`config.mk`:
```
export PLATFORM = sky130hd
export DESIGN_NAME = overload_tx
export DESIGN_NICKNAME = d
export VERILOG_FILES = /design/src/rtl/overload_tx.sv
export SDC_FILE = /design/constraint.sdc
export NUM_CORES = 1
export LEC_CHECK = 0
export ABC_AREA = 0
export CAP_MARGIN = 15
export CELL_PAD_IN_SITES_DETAIL_PLACEMENT = 0
export CELL_PAD_IN_SITES_GLOBAL_PLACEMENT = 2
export CORE_MARGIN = 5
export CORE_UTILIZATION = 29
export DETAILED_ROUTE_END_ITERATION = 8
export PLACE_DENSITY_LB_ADDON = 0.1
export REMOVE_ABC_BUFFERS = 1
export SYNTH_ARGS = -nofsm -noshare
export SYNTH_HDL_FRONTEND = slang
export SYNTH_SLANG_ARGS = --single-unit
```
`constraint.sdc`:
```
create_clock -name clock -period 1.6 [get_ports clock]
set_input_delay 0.32 -clock clock [delete_from_list [all_inputs] [get_ports clock]]
set_output_delay 0.32 -clock clock [all_outputs]
set_load 0.01 [all_outputs]
```
`src/rtl/overload_tx.sv`:
```
// Transmit side of the CAN overload frame: drives the flag and delimiter on canTX
// and watches canRX for bit errors, superposition, delimiter errors and restarts.
module overload_tx #(
  parameter int FLAG_LEN      = 6,
  parameter int DELIM_LEN     = 8,
  parameter int SUPER_MAX     = 7,
  parameter int MAX_OVERLOADS = 2
) (
  input  logic       clock,
  input  logic       reset,
  input  logic       samplePoint,
  input  logic       canRX,
  input  logic       startOverload,
  output logic       canTX,
  output logic       busy,
  output logic       endOverload,
  output logic       bitError,
  output logic       formError,
  output logic [1:0] overloadNum
);

  localparam logic [1:0] S_IDLE  = 2'd0;
  localparam logic [1:0] S_FLAG  = 2'd1;
  localparam logic [1:0] S_SUPER = 2'd2;
  localparam logic [1:0] S_DELIM = 2'd3;

  localparam logic [4:0] FLAG_LAST  = 5'(FLAG_LEN - 1);
  localparam logic [4:0] SUPER_LAST = 5'(SUPER_MAX - 1);
  localparam logic [4:0] DELIM_LAST = 5'(DELIM_LEN - 1);
  localparam logic [1:0] NUM_MAX    = 2'(MAX_OVERLOADS);

  logic [1:0] r_state;
  logic [4:0] r_count;
  logic       r_canTX;
  logic       r_busy;
  logic       r_endOverload;
  logic       r_bitError;
  logic       r_formError;
  logic [1:0] r_overloadNum;

  logic [4:0] w_countInc;
  logic       w_sample;

  // The counter saturates rather than wrapping so a stuck bus can never alias a valid count.
  assign w_countInc = (r_count == 5'h1f) ? r_count : r_count + 5'd1;
  assign w_sample   = samplePoint;

  always_ff @(posedge clock) begin
    if (reset) begin
      r_state       <= S_IDLE;
      r_count       <= 5'd0;
      r_canTX       <= 1'b1;
      r_busy        <= 1'b0;
      r_endOverload <= 1'b0;
      r_bitError    <= 1'b0;
      r_formError   <= 1'b0;
      r_overloadNum <= 2'd0;
    end else begin
      r_endOverload <= 1'b0;
      r_bitError    <= 1'b0;
      r_formError   <= 1'b0;

      case (r_state)
        S_IDLE: begin
          // A sample coinciding with the start request is not a flag bit.
          if (startOverload) begin
            r_state       <= S_FLAG;
            r_canTX       <= 1'b0;
            r_busy        <= 1'b1;
            r_count       <= 5'd0;
            r_overloadNum <= 2'd1;
          end
        end

        S_FLAG: begin
          if (w_sample) begin
            if (canRX) begin
              r_bitError <= 1'b1;
              r_state    <= S_IDLE;
              r_canTX    <= 1'b1;
              r_busy     <= 1'b0;
              r_count    <= 5'd0;
            end else if (r_count >= FLAG_LAST) begin
              r_state <= S_SUPER;
              r_canTX <= 1'b1;
              r_count <= 5'd0;
            end else begin
              r_count <= w_countInc;
            end
          end
        end

        S_SUPER: begin
          // The first recessive bit here already counts as delimiter bit one.
          if (w_sample) begin
            if (canRX) begin
              r_state <= S_DELIM;
              r_count <= 5'd1;
            end else if (r_count >= SUPER_LAST) begin
              r_formError <= 1'b1;
              r_state     <= S_IDLE;
              r_canTX     <= 1'b1;
              r_busy      <= 1'b0;
              r_count     <= 5'd0;
            end else begin
              r_count <= w_countInc;
            end
          end
        end

        S_DELIM: begin
          if (w_sample) begin
            if (r_count >= DELIM_LAST) begin
              if (canRX) begin
                r_endOverload <= 1'b1;
                r_state       <= S_IDLE;
                r_canTX       <= 1'b1;
                r_busy        <= 1'b0;
                r_count       <= 5'd0;
                r_overloadNum <= 2'd0;
              end else if (r_overloadNum < NUM_MAX) begin
                r_state       <= S_FLAG;
                r_canTX       <= 1'b0;
                r_count       <= 5'd0;
                r_overloadNum <= r_overloadNum + 2'd1;
              end else begin
                r_formError <= 1'b1;
                r_state     <= S_IDLE;
                r_canTX     <= 1'b1;
                r_busy      <= 1'b0;
                r_count     <= 5'd0;
              end
            end else if (canRX) begin
              r_count <= w_countInc;
            end else begin
              r_formError <= 1'b1;
              r_state     <= S_IDLE;
              r_canTX     <= 1'b1;
              r_busy      <= 1'b0;
              r_count     <= 5'd0;
            end
          end
        end

        default: begin
          r_state <= S_IDLE;
          r_canTX <= 1'b1;
          r_busy  <= 1'b0;
          r_count <= 5'd0;
        end
      endcase
    end
  end

  assign canTX       = r_canTX;
  assign busy        = r_busy;
  assign endOverload = r_endOverload;
  assign bitError    = r_bitError;
  assign formError   = r_formError;
  assign overloadNum = r_overloadNum;

endmodule

```
==> results of run 1 <==
-- repair_timing --
item / in CTS / in global routing
gates cloned: 0 / 0
hold buffers: 0 / 0
resized for setup: 36 / 11
endpoints found under the hold margin: 0 / 0
setup endpoints to repair: 11 / 11
buffers inserted: 3 / 3
pin swaps: 13 / 17
-- kinds of logic after synthesis --
group,count (synthesis),synth area share
flops,14,0.297
fa+ha+maj,8,0.106
simple gates,42,0.238
buf+inv,9,0.0438
mux,2,0.0212
xor+xnor,1,0.00930
compound gates,34,0.284
-- tightest hold or removal path, delay by kind of cell, from the launching register on --
kind             cells  cell delay [ps]
and+or+nand+nor      1               60
DFF                  1              330
muxes                1               50
-- layout by cell type (no fill, tap or decap), drive strengths merged, types with 2 or more instances in the layout --
cell,count
clkdlybuf4s50,11
nand2b,6
nand2,9
o21a,2
nor2,8
a31oi,2
nor3,7
dfxtp,14
o31ai,3
nand4,2
inv,6
a211oi,4
nor2b,2
buf,35
mux2i,2
o21ai,6
and2,2
clkbuf,3
ha,8
a21oi,8
nand3,4
-- power by group through the flow --
stage          registers, mW  logic [mW]  clock network, mW
3_5_place_dp           0.413       0.428                  0
5_1_grt                0.423       0.615              0.238
6_report               0.416       0.568              0.218
4_1_cts                0.412       0.517              0.224
2_1_floorplan          0.426       0.221                  0
3_3_place_gp           0.416       0.429                  0
-- worst min path at each step --
stage	slack, ps	cells after the start	to
6_report	490	2	busy
4_1_cts	490	2	busy
2_1_floorplan	380	1	r_state[0]
5_1_grt	540	2	busy
3_5_place_dp	470	2	canTX
3_3_place_gp	470	2	canTX
-- cell type report --
cell class                 instances  area share
clock buffer                       3      0.0143
inverter                           6      0.0143
multi-input combinational         87       0.502
sequential                        14       0.186
tap                               44      0.0350
timing repair buffer              46       0.249
-- flip-flops by register name, indices dropped and copies added (netlist names) --
register and count:
bitError 1, endOverload 1, formError 1, overloadNum 2
canTX 1, r_count 5, r_state 2, busy 1
-- routing by layer --
layer	GRT usage	wire length (µm)
met1	0.181	1350
met2	0.195	1220
met3	0.0219	109
met4	0.0456	38
met5	0	0
==> impl_metrics.ini, run 1 <==
[grt]
globalRouteOverflowTotal = 0
gr-usage-all-layers = 0.129
antenna_found_initial = 0
first_global_vias = 911
grt_first_pass_wirelength_mm = 4.31
grt_max_degree = 8

[critical_path]
r2r-start = r_count[1]
crit_chain = buf_6, ha_2, o21ai_2, a31oi_1, buf_4, nand4_1, a21oi_1, o31ai_1
cp_data_arrival_time_ps = 1850
critPathTopFamily = compound AO/OA/AOI/OAI gates
critPathLaunch = r_count[1]
reg2reg_slack_ps = -70
cp_slowest_stage_delay_ps = 360
cp_num_buf_inv = 2
crit_fanout = 4
cpMaxStageDelayCell = dfxtp_2
rr_endpoint = canTX
crit_type = register to register
reg2reg_depth = 8
cp.required_ps = 1780
cp-start-kind = register
critPathCapture = canTX
end_kind = register
worstSetupPathDepth = 8

[sta]
worst_slack_ps = -72.3
maxSlewHeadroom = 0.755
rsz0062_at_grt = yes
fin_hold_ws_ps = 486
period_needed_ps = 1670
fin_crit_sh = 1.05
setup_viol_count_final = 6
tns_ps = -230
finClkSkew_ps = 1.88
worst_pin_slew_ps = 367
hold_viol_final = 0
slew_violations = 0
clock.fmax_mhz = 598

[placed_design]
gp_congestion = 0.787
dp_cells = 191
numPortBuffers = 11
dpl_cell_area_um2 = 1310
dp.final_hpwl_mm = 1.98
pre_cts_ws_ps = -232

[pwr]
p_int_mw = 0.770
p_sw_mw = 0.432
clkPwrFrac = 0.182
p_comb_frac = 0.472
power_mw = 1.20
p_per_area_nw_per_um2 = 765
vdd_drop_max_mv = 0.360
p_leak_nw = 0.607
swShare = 0.359
seq_power_share = 0.346

[layout]
diodes = 0
finish.instance_area_um2 = 1570
drive_above_1_share = 0.506
finalCoreUtilization = 0.511
multiInputGateArea_um2 = 788
final_cells = 200
fillers = 301
areaGrowthSynthToFinish_pct = 66.8
seqCellArea_um2 = 292
final_nets = 171

[worst_hold_path]
hold_path.class = register to register
worstHoldStart = busy

[floorplan]
row_count = 20
chipWidth_um = 67
core-area_um2 = 3080
die-area_um2 = 4490
start_util = 0.306
ios = 12
fp.dieH_um = 67

[synthesis]
synthMostInstantiatedCell = dfxtp_1
ys.flop_type = dfxtp_1
synth_top_cells_by_count = dfxtp_1, nand2_1, ha_1, nor2_1, a21oi_1
synth_seq_cells = 14
yosysSeqAreaShare = 0.297
syn_area_per_cell_um2 = 8.57
async_flop_share = 0
netlist_top_cells_area = dfxtp_1, ha_1, nand2b_1
synth_cell_type_count = 40
syn_area_um2 = 942
postSynthCellCount = 110
yosysWarnings = 0
synth_edf_count = 0
yosysTopAreaCell = dfxtp_1
yosys.area.top_type_share = 0.297

[cts]
ctsLongestPathBuffers = 2
cts_tree = done
htree_levels = 1
clkTransAtPathRegs_ps = 90
cts_buffers = 3
ctsRootBufferMaster = clkbuf_4
clk_latency_ps = 290
cts_sinks = 14

[route]
routedWlPerCell_um = 13.6
drt_iter0_drc = 33
viasPerCell = 4.75
routed_wirelength_mm = 2.71
via_count = 949
firstDrtPassIters = 4
drc = 0
final_antenna_net_count = 0

[status]
failed_checks = negative setup slack
outcome = finished, violations left

[flow_run]
max_cap_violations = 0
(Power assumes the default switching activity.)
==> run 2: changes to the inputs <==
CORE_ASPECT_RATIO = 0.9   (was default)
GPL_TIMING_DRIVEN = 0   (was default)
==> run 2 against run 1 <==
Compared with the run above: the flow still finishes with violations (negative setup slack); final cell count down 9.5%; highest routed layer unchanged; clock power is 21% higher; final area is 5.3% lower; combinational power decreased by 12%; hold slack lost 8.4 ps; critical path depth down 1; sequential power increased by 3%; die area barely moved.
==> impl_metrics.ini, run 2 (synthesis gave the netlist of run 1 again) <==
[grt]
grt_max_degree = 15
globalRouteOverflowTotal = 0
first_global_vias = 845
gr-usage-all-layers = 0.111
grt_first_pass_wirelength_mm = 4.00
antenna_found_initial = 0

[route]
routed_wirelength_mm = 2.49
drc = 0
final_antenna_net_count = 0
firstDrtPassIters = 4
routedWlPerCell_um = 13.7
drt_iter0_drc = 54
via_count = 889
viasPerCell = 4.91

[pwr]
p_per_area_nw_per_um2 = 803
p_leak_nw = 0.551
vdd_drop_max_mv = 0.595

[sta]
fin_crit_sh = 1.05
rsz0062_at_grt = yes
period_needed_ps = 1680
maxSlewHeadroom = 0.606
slew_violations = 0
setup_viol_count_final = 6
fin_hold_ws_ps = 478
finClkSkew_ps = 4.98
tns_ps = -327
worst_pin_slew_ps = 591
clock.fmax_mhz = 595
hold_viol_final = 0
worst_slack_ps = -80.3

[floorplan]
die-area_um2 = 4490
core-area_um2 = 3090
fp.dieH_um = 64.1
ios = 12
start_util = 0.305
chipWidth_um = 70.1
row_count = 19

[worst_hold_path]
hold_end = canTX
hold_path.class = register to register
worstHoldStart = canTX
holdPathStages = 2

[critical_path]
r2r-start = r_state[0]
rr_endpoint = r_state[1]
end_kind = register
crit_fanout = 4
cp-start-kind = register
cp.required_ps = 1770
reg2reg_depth = 7
reg2reg_slack_ps = -80
crit_type = register to register
cp_data_arrival_time_ps = 1850

[cts]
clk_latency_ps = 290
htree_levels = 1
ctsRootBufferMaster = clkbuf_4
cts_tree = done
cts_buffers = 3
cts_sinks = 14
ctsLongestPathBuffers = 2
clkTransAtPathRegs_ps = 90
postCtsHoldBufs = 0

[flow_run]
max_cap_violations = 0

[status]
outcome = finished, violations left
failed_checks = negative setup slack

[layout]
final_common_cell = buf_4
areaGrowthSynthToFinish_pct = 58.0
drive_above_1_share = 0.468
final_cells = 181
final_cell_mix = buf_4, nand2_1, clkdlybuf4s50_1
fillers = 302
largest_reg_flops = 5
diodes = 0
final_nets = 153
top_register = r_count

[placed_design]
gp_congestion = 0.723
dp.final_hpwl_mm = 1.64
dp_cells = 160
numPortBuffers = 11
run 2: power breakdown:
part	internal, mW	switching [mW]
combinational	0.271	0.231
sequential	0.386	0.0437
clock	0.139	0.125
total	0.795	0.400
run 2: cell type report:
class                      instances  area, µm²  area share
clock buffer                       4       36.3      0.0244
inverter                           6       22.5      0.0151
sequential                        14        299       0.201
multi-input combinational         87        821       0.551
timing repair buffer              28        258       0.173
tap                               42       52.6      0.0353
run 2: worst max-delay path by stage:
stage | startpoint | to | slack, ps | cells after the start
floorplan | r_state[0] | busy | -80 | 6
global placement | canRX | busy | -630 | 6
detailed placement | canRX | busy | -610 | 6
CTS | r_state[1] | r_state[1] | -90 | 6
global route | r_state[0] | r_state[1] | -180 | 7
finish | r_state[0] | r_state[1] | -80 | 7
run 2: worst max-delay path, stage by stage (launching register included):
cell	delay, ps
dfxtp_4	370
buf_6	120
ha_4	160
nor3_4	220
o21a_1	190
o2111a_2	260
mux2i_1	190
nor2_1	50
run 2: routing by layer:
metal,GRT usage,up-vias,routed length (µm)
li1,-,462,-
met1,0.138,410,1170
met2,0.183,15,1200
met3,0.0392,2,93
met4,0.0287,0,19
met5,0,-,0
run 2: through the flow:
stage	power (mW)	worst slack [ps]	util	cell area [µm²]
finish	1.20	-80.3	0.482	1490
global route	1.28	-180	0.482	1490
CTS	1.12	-87.8	0.415	1280
detailed placement	0.764	-606	0.351	1090
global placement	0.766	-629	0.351	1090
floorplan	0.647	-77.3	-	923
run 2: timing repair:
| item | in CTS | in global routing |
|---|---|---|
| buffers inserted | 7 | 10 |
| setup endpoints to repair | 11 | 10 |
| pin swaps | 10 | 16 |
| resized for setup | 28 | 31 |
